**src/rtl/dsp_ctrl_wb_pkg.sv**
```systemverilog
// Shared types and constants for the write-back drain stage.
`ifndef HW_BP_OUT_BUF_DEPTH
`define HW_BP_OUT_BUF_DEPTH 10
`endif

package dsp_ctrl_wb_pkg;

    typedef enum logic {
        IDLE = 1'b0,
        RUN  = 1'b1
    } wb_state_e;

    localparam int WB_LEN_W = 24;

endpackage

```
**src/rtl/dsp_ctrl_wb_skid_fifo.sv**
```systemverilog
// Shift-register skid FIFO: entry 0 is always the registered head, so the
// stream output comes straight from a flop; push and pop may coincide.
module wb_skid_fifo
    import dsp_ctrl_wb_pkg::*;
#(
    parameter int OUT_W      = 512,
    parameter int FIFO_DEPTH = 4,
    parameter int CNT_W      = $clog2(FIFO_DEPTH + 1)
) (
    input  logic             clk,
    input  logic             rst_n,
    input  logic             push,
    input  logic [OUT_W-1:0] push_data,
    input  logic             pop,
    output logic [OUT_W-1:0] head_data,
    output logic [CNT_W-1:0] count
);

    logic [OUT_W-1:0] ent [FIFO_DEPTH];
    logic [CNT_W-1:0] cnt_q;
    logic [CNT_W-1:0] wr_idx;

    // A simultaneous pop shifts everything down, so the new word lands one slot lower.
    assign wr_idx    = pop ? (cnt_q - CNT_W'(1)) : cnt_q;
    assign head_data = ent[0];
    assign count     = cnt_q;

    always_ff @(posedge clk) begin
        if (!rst_n) begin
            cnt_q <= '0;
            for (int i = 0; i < FIFO_DEPTH; i++) begin
                ent[i] <= '0;
            end
        end else begin
            for (int i = 0; i < FIFO_DEPTH - 1; i++) begin
                if (pop) begin
                    ent[i] <= ent[i+1];
                end
            end
            for (int i = 0; i < FIFO_DEPTH; i++) begin
                if (push && (wr_idx == CNT_W'(i))) begin
                    ent[i] <= push_data;
                end
            end
            cnt_q <= cnt_q + CNT_W'(push) - CNT_W'(pop);
        end
    end

    a_no_overflow : assert property (@(posedge clk) disable iff (!rst_n)
        !(push && !pop && (cnt_q == CNT_W'(FIFO_DEPTH))));
    a_no_underflow : assert property (@(posedge clk) disable iff (!rst_n)
        !(pop && (cnt_q == '0)));

endmodule

```
**src/rtl/dsp_ctrl_wb.sv**
```systemverilog
// Write-back drain: reads a finished tile out of the output buffer under a
// credit limit and streams it downstream over valid/ready.
`ifndef HW_BP_OUT_BUF_DEPTH
`define HW_BP_OUT_BUF_DEPTH 10
`endif

module dsp_ctrl_wb
    import dsp_ctrl_wb_pkg::*;
#(
    parameter int BP_OUT_BUF_DEPTH = `HW_BP_OUT_BUF_DEPTH,
    parameter int OUT_W            = 512,
    parameter int RD_LAT           = 2,
    parameter int FIFO_DEPTH       = 4
) (
    input  logic                        clk,
    input  logic                        rst_n,
    input  logic                        bp_wb_tile_start,
    input  logic [BP_OUT_BUF_DEPTH-1:0] bp_wb_base,
    input  logic [WB_LEN_W-1:0]         bp_wb_len,
    output logic                        bp_out_buf_wb_en,
    output logic [BP_OUT_BUF_DEPTH-1:0] bp_out_buf_wb_addr,
    input  logic [OUT_W-1:0]            bp_out_buf_wb_data,
    output logic                        m_valid,
    input  logic                        m_ready,
    output logic [OUT_W-1:0]            m_data,
    output logic                        m_last,
    output logic                        bp_wb_busy,
    output logic                        bp_wb_tile_end
);

    localparam int CNT_W = $clog2(FIFO_DEPTH + 1);

    wb_state_e                   state_q, state_d;
    logic [BP_OUT_BUF_DEPTH-1:0] base_q;
    logic [WB_LEN_W-1:0]         len_q, issued_q, sent_q;
    logic                        wb_en_q;
    logic [BP_OUT_BUF_DEPTH-1:0] wb_addr_q;
    logic [RD_LAT-1:0]           vld_p;
    logic                        tile_end_q;

    logic             start_acc, pop, last_pop, issue, fifo_push;
    logic [CNT_W-1:0] fifo_cnt;
    logic [OUT_W-1:0] head_data;
    int               occ;

    function automatic int popcnt(input logic [RD_LAT-1:0] v);
        int n = 0;
        for (int i = 0; i < RD_LAT; i++) begin
            n += int'(v[i]);
        end
        return n;
    endfunction

    always_ff @(posedge clk) begin
        if (!rst_n) begin
            state_q <= IDLE;
        end else begin
            state_q <= state_d;
        end
    end

    always_comb begin
        state_d = state_q;
        case (state_q)
            IDLE:    if (start_acc && (bp_wb_len != '0)) state_d = RUN;
            RUN:     if (last_pop) state_d = IDLE;
            default: state_d = IDLE;
        endcase
    end

    // Occupancy counts every read from issue until it leaves the FIFO; the
    // word popped this cycle already frees its slot, which keeps one word per
    // cycle flowing once FIFO_DEPTH >= RD_LAT+2.
    always_comb begin
        start_acc  = (state_q == IDLE) && bp_wb_tile_start;
        m_valid    = (fifo_cnt != '0);
        pop        = m_valid && m_ready;
        m_last     = m_valid && (sent_q == (len_q - WB_LEN_W'(1)));
        last_pop   = pop && m_last;
        occ        = popcnt(vld_p) + int'(wb_en_q) + int'(fifo_cnt) - int'(pop);
        issue      = (state_q == RUN) && (issued_q < len_q) && (occ < FIFO_DEPTH);
        fifo_push  = vld_p[RD_LAT-1];
        bp_wb_busy = (state_q == RUN);
    end

    // p0: read issue and tile bookkeeping
    always_ff @(posedge clk) begin
        if (!rst_n) begin
            base_q     <= '0;
            len_q      <= '0;
            issued_q   <= '0;
            sent_q     <= '0;
            wb_en_q    <= 1'b0;
            wb_addr_q  <= '0;
            tile_end_q <= 1'b0;
        end else begin
            tile_end_q <= (start_acc && (bp_wb_len == '0)) || last_pop;
            wb_en_q    <= issue;
            if (start_acc && (bp_wb_len != '0)) begin
                base_q   <= bp_wb_base;
                len_q    <= bp_wb_len;
                issued_q <= '0;
                sent_q   <= '0;
            end else begin
                if (issue) begin
                    wb_addr_q <= base_q + BP_OUT_BUF_DEPTH'(issued_q);
                    issued_q  <= issued_q + WB_LEN_W'(1);
                end
                if (pop) begin
                    sent_q <= sent_q + WB_LEN_W'(1);
                end
            end
        end
    end

    // p1..pRD_LAT: read-valid delay matching the buffer latency
    always_ff @(posedge clk) begin
        if (!rst_n) begin
            vld_p <= '0;
        end else begin
            vld_p[0] <= wb_en_q;
            for (int i = 1; i < RD_LAT; i++) begin
                vld_p[i] <= vld_p[i-1];
            end
        end
    end

    wb_skid_fifo #(
        .OUT_W      (OUT_W),
        .FIFO_DEPTH (FIFO_DEPTH),
        .CNT_W      (CNT_W)
    ) u_fifo (
        .clk       (clk),
        .rst_n     (rst_n),
        .push      (fifo_push),
        .push_data (bp_out_buf_wb_data),
        .pop       (pop),
        .head_data (head_data),
        .count     (fifo_cnt)
    );

    assign bp_out_buf_wb_en   = wb_en_q;
    assign bp_out_buf_wb_addr = wb_addr_q;
    assign m_data             = head_data;
    assign bp_wb_tile_end     = tile_end_q;

endmodule

```
**config.mk**
```make
export PLATFORM = sky130hd
export DESIGN_NAME = dsp_ctrl_wb
export DESIGN_NICKNAME = d
export VERILOG_FILES = /design/src/rtl/dsp_ctrl_wb_pkg.sv /design/src/rtl/dsp_ctrl_wb_skid_fifo.sv /design/src/rtl/dsp_ctrl_wb.sv
export SDC_FILE = /design/constraint.sdc
export NUM_CORES = 2
export LEC_CHECK = 0
export BUFFER_PORTS_ARGS = -buffer_cell sky130_fd_sc_hd__buf_2
export CORE_ASPECT_RATIO = 2
export CORE_MARGIN = 5
export CORE_UTILIZATION = 45
export DETAILED_ROUTE_END_ITERATION = 12
export GPL_TIMING_DRIVEN = 0
export HOLD_SLACK_MARGIN = 0.05
export PLACE_DENSITY_LB_ADDON = 0.1
export SLEW_MARGIN = 20
export SYNTH_ARGS = -nofsm -noshare
export SYNTH_HDL_FRONTEND = slang
export SYNTH_SLANG_ARGS = --single-unit
```
**constraint.sdc**
```tcl
create_clock -name clk -period 49.5 [get_ports clk]
set_clock_uncertainty 0.05 [all_clocks]
set_input_delay 2.475 -clock clk [delete_from_list [all_inputs] [get_ports clk]]
set_output_delay 2.475 -clock clk [all_outputs]
set_load 0.01 [all_outputs]
```
# Word level (Yosys, flattened, before mapping)
# Memories as Yosys holds them, arrays and structs flattened.
# Index checks and enable logic that the tools add are counted.
# totals
regBits	100
ramBits	2048
latch_bits	0
n_memories	1
word_cells	84
inputBits	550
romBits	0
out_inout_bits	527
# mem_list
name	words	word_bits	read_ports	rd_clocked_by_memory_dff	wr	line_no	text
u_fifo.ent	4	512	4	0	4	dsp_ctrl_wb_skid_fifo.sv:19	logic [OUT_W-1:0] ent [FIFO_DEPTH];
# op_classes
reduce_logical	19
n_shift	0
div_mod_pow	0
eq_ne	4
addsub	11
magnitude_cmp	2
bitwise	10
muxes	27
multipliers	0
# op_table
operator	count
2-to-1 mux 512 bit	7
adder 24 x 1 -> 24 bit (second input constant)	2
== test 24 bit	1
logical NOT 24 bit	1
less-than comparator 24 bit	1
nonzero test 24 bit	1
subtractor 24 x 1 -> 24 bit (second input constant)	1
2-to-1 mux 1 bit	18
logical AND 1 bit	12
adder 10 bit	1
OR 1 bit	7
== test 3 x 2 -> 1 bit (second input constant)	2
less-than comparator 5 x 4 -> 1 bit (second input constant)	1
subtractor 4 x 1 -> 5 bit	1
adder 3 x 3 -> 4 bit	1
adder 2 x 1 -> 3 bit	1
adder 3 x 1 -> 3 bit	1
== test 3 x 1 -> 1 bit (second input constant)	1
logical NOT 3 bit	1
2-to-1 mux 3 bit	1
NOT 1 bit	3
nonzero test 3 bit	1
subtractor 3 x 1 -> 3 bit	1
subtractor 3 x 1 -> 3 bit (second input constant)	1
other kinds (5)	5

# Logic depth before layout (Yosys ltp)
# logic_depth
ltp_word	9
ltp_mapped	19
depth_no_buf	16

# Cells and area by module
# Synthesis repeated with hierarchy kept, for this count alone.
# unflattened
hier_cells	5304
area_unflattened_um2	87442.6
# modules_own_cells
module	area_each_um2	seq_area_each_um2	cells_per_inst	n_inst
wb_skid_fifo	81474.4	61559.0	4596	1
dsp_ctrl_wb	5968.2	1941.9	708	1

# Worst setup path before layout
# No wires, ideal clock.
# synth_path
path_type	input -> register
start	in m_ready
end	mem u_fifo.ent[3][0], enable pin
arrival_time_ps	39142
required_time_ps	47352
setup_time_ps	2098
slack_ps	8211
path_stages	6
path_buffers	2
path_cell_list	nand2_1 > inv_2 > clkbuf_1 > ha_1 > clkbuf_1 > o21ai_0
# synth_rtl
item	line_no	text
start: declaration	dsp_ctrl_wb.sv:24	input logic m_ready,
end: declaration	dsp_ctrl_wb_skid_fifo.sv:19	

==> results.py <==
metrics = {
    "routing": {
        "drtPass1Iterations": 6,
        "drc": 0,
        "drt_iter0_drc": 5970,
        "antenna_left": 0,
        "vias_per_cell": 5.368,
        "wire_per_inst_um": 23.75,
        "vias": 69240,
        "drt-total-wl_um": 306300,
    },
    "yosys": {
        "netlist_area_um2": 92600,
        "synth_seq_cells": 2148,
        "synth_nets": 9127,
        "synth_area_leaders": "edfxtp_1, nand2_1, and2_1, a21oi_1, nand3_1",
        "ys.flop_type": "edfxtp_1",
        "synth_largest_area_cell": "edfxtp_1",
        "synth_top_area_share_pct": 66.42,
        "synth_edf_count": 2048,
        "synth-async-reset-ratio_pct": 0,
        "syn_avg_cell_area_um2": 10.86,
        "synthCells": 8529,
        "yosysSeqAreaShare_pct": 68.58,
        "synth_cell_types": 68,
        "synth_warnings": 0,
    },
    "timing": {
        "slew_headroom_pct": 20.75,
        "drv_slew": 0,
        "tightestPinTransition_ps": 1189,
        "finalSetupTns_ps": 0,
        "worst_slack_ps": 41280,
        "hold_violations": 0,
        "rsz0062_at_grt": "false",
        "layout_min_cycle_time_ps": 8216,
        "max_freq_mhz": 121.7,
        "period_share_pct": 16.60,
        "setup_viol": 0,
    },
    "clocking": {
        "root_buffer": "clkbuf_16",
        "cts_setup_buffers": 0,
        "ctsResizeCount": 0,
        "cts.sinks": 2148,
        "cts_tree": "yes",
        "clk_latency_ps": 880,
        "htree_levels": 4,
        "path_clk_slew_ps": 70,
        "ctsHoldBuffers": 0,
        "clock_path_buffers": 4,
        "cts_buffers": 201,
    },
    "worst_setup_path": {
        "cp.arrival_ps": 8800,
        "end_kind": "register",
        "cp.required_ps": 50080,
        "path_max_fanout": 11,
        "critPathKind": "input pin to register",
        "start_kind": "input pin",
    },
    "placed_design": {
        "gp_congestion": 0.9106,
        "post-place-ws_ps": 40210,
        "io_buffers": 1075,
        "dp.final_hpwl_um": 234900,
    },
    "power": {
        "p_per_area_nw_per_um2": 48.21,
        "leakage_nw": 43.51,
        "seq_power_share_pct": 49.3,
        "ir_worst_vdd_mv": 0.03761,
        "power_frac_comb_pct": 20.4,
        "intPower_w": 0.003712,
        "clockPowerShare_pct": 30.2,
        "netSwitchingFraction_pct": 30.25,
        "p_switching_w": 0.001610,
    },
    "outcome": {
        "status": "finished, final reports clean",
    },
    "floorplanning": {
        "ioPinCount": 1077,
        "initial_core_util_pct": 45.18,
        "core-area_um2": 204900,
        "fp.dieH_um": 651.5,
        "fp-row-count": 235,
        "die_w_um": 330.8,
        "die_area_um2": 215500,
    },
    "job": {
        "cap_violations": 0,
    },
    "grt": {
        "grt_use_total_pct": 27.52,
        "grt_pass1_wl_um": 444200,
        "first_global_vias": 69380,
        "grt-ovfl-total": 0,
        "antenna_found_initial": 165,
        "grt_start_max_net_pins": 54,
    },
    "final_layout": {
        "area_delta_synth_final_pct": 19.20,
        "nFillCells": 18220,
        "layout-drive-gt1-share_pct": 16.11,
        "final_nets": 10550,
    },
    "min_path": {
        "hold_class": "register to register",
    },
}
-- cells in the mapped netlist, drive strengths merged (11+ instances only) --
cell,n
nand4,23
o21ai,536
mux2i,30
nor2,81
nor4,13
edfxtp,2048
nand2,3139
inv,47
a21oi,560
xor2,36
nor3,17
ha,45
xnor2,26
and3,11
dfxtp,100
clkbuf,508
and2,520
nand2b,14
nand3,549
buf,105
-- power by group through the flow --
| stage | Combinational [W] | Clock (W) | Sequential [W] |
|---|---|---|---|
| 4_1_cts | 0.00110 | 0.00163 | 0.00263 |
| 5_1_grt | 0.00119 | 0.00170 | 0.00265 |
| 2_1_floorplan | 0.000480 | 0 | 0.00299 |
| 3_3_place_gp | 0.000997 | 0 | 0.00315 |
| 3_5_place_dp | 0.00110 | 0 | 0.00266 |
| 6_report | 0.00109 | 0.00161 | 0.00262 |
-- stage by stage --
stage               utilization (%)  instance area (um^2)  total power, W  instances  hold slack [ps]
floorplan                         -                 92600        0.003465       8529            372.0
global placement              49.47                101400        0.004145      12330            396.3
detailed placement            50.55                103600        0.003755      12470            394.7
CTS                           53.78                110200        0.005356      12840            408.9
global route                  53.80                110300        0.005541      12850            430.6
finish                        53.86                110400        0.005321      12900            411.9
-- registers in the layout, summed over array words and instances (netlist names) --
| signal | cells |
|---|---|
| u_fifo.count | 3 |
| sent_q | 24 |
| bp_out_buf_wb_en | 1 |
| u_fifo.ent | 2048 |
| vld_p | 2 |
| bp_wb_busy | 1 |
| base_q | 10 |
| bp_wb_tile_end | 1 |
| bp_out_buf_wb_addr | 10 |
| issued_q | 24 |
| len_q | 24 |
-- cells in the final DEF (no fill, tap or decap), types with 8 or more instances in the layout --
master,n
a21o_1,8
a21oi_1,560
a31o_2,8
and2_1,520
and3_1,11
and4_1,8
buf_1,29
buf_12,10
buf_16,46
buf_2,1151
buf_4,81
bufinv_16,26
clkbuf_1,519
clkbuf_16,205
clkbuf_2,15
clkinv_1,42
clkinv_2,43
dfxtp_1,100
diode_2,62
edfxtp_1,2048
ha_1,45
inv_1,46
mux2i_1,30
nand2_1,3139
nand2b_1,14
nand3_1,547
nand4_1,23
nor2_1,81
nor3_1,16
nor4_1,12
o21ai_0,533
o41ai_1,8
xnor2_1,26
xor2_1,36
-- kinds of logic after synthesis --
kind of cell | after synthesis | share of synthesized area [%]
flops | 2148 | 68.58
fa+ha+maj | 48 | 0.6729
simple gates | 4406 | 20.39
mux | 30 | 0.3243
xor+xnor | 62 | 0.5864
buf+inv | 661 | 2.790
compound gates | 1174 | 6.659
-- area by class of cell --
class | count | area (um^2) | area share, %
plain buffers | 613 | 2420 | 2.192
multi-input cells | 5720 | 26580 | 24.08
inverters | 48 | 180.2 | 0.1632
diodes | 62 | 155.1 | 0.1406
flip-flops and latches | 2148 | 63500 | 57.53
well taps | 2725 | 3410 | 3.089
clock inverters | 125 | 1290 | 1.169
repair buffers | 1217 | 7512 | 6.806
clock buffers | 239 | 5333 | 4.831
-- critical path: stages --
cell and delay [ps]:
buf_2 110, nand2_1 560, inv_2 290, clkbuf_1 780, ha_1 370, clkbuf_1 250
xor2_1 230, nor3_1 370, o21a_1 180, clkbuf_1 810, clkbuf_2 610, clkbuf_1 890
clkbuf_1 410, nand3_1 140, nand2_1 280
-- final timing paths --
check	startpoint	end	slack, ps	cells after the start
setup / recovery	m_ready	u_fifo.ent[0][134]	41280	15
hold / removal	vld_p[0]	vld_p[1]	410	2
setup reg to reg	u_fifo.count[1]	u_fifo.ent[0][134]	41540	17
hold reg to reg	vld_p[0]	vld_p[1]	410	2
-- metal layers --
layer	share of wire, %	GRT usage, %
met1	35	30.72
met2	50	48.63
met3	11	9.206
met4	4.2	10.28
met5	0.35	0
No activity file was read; power rests on OpenSTA's default activity.
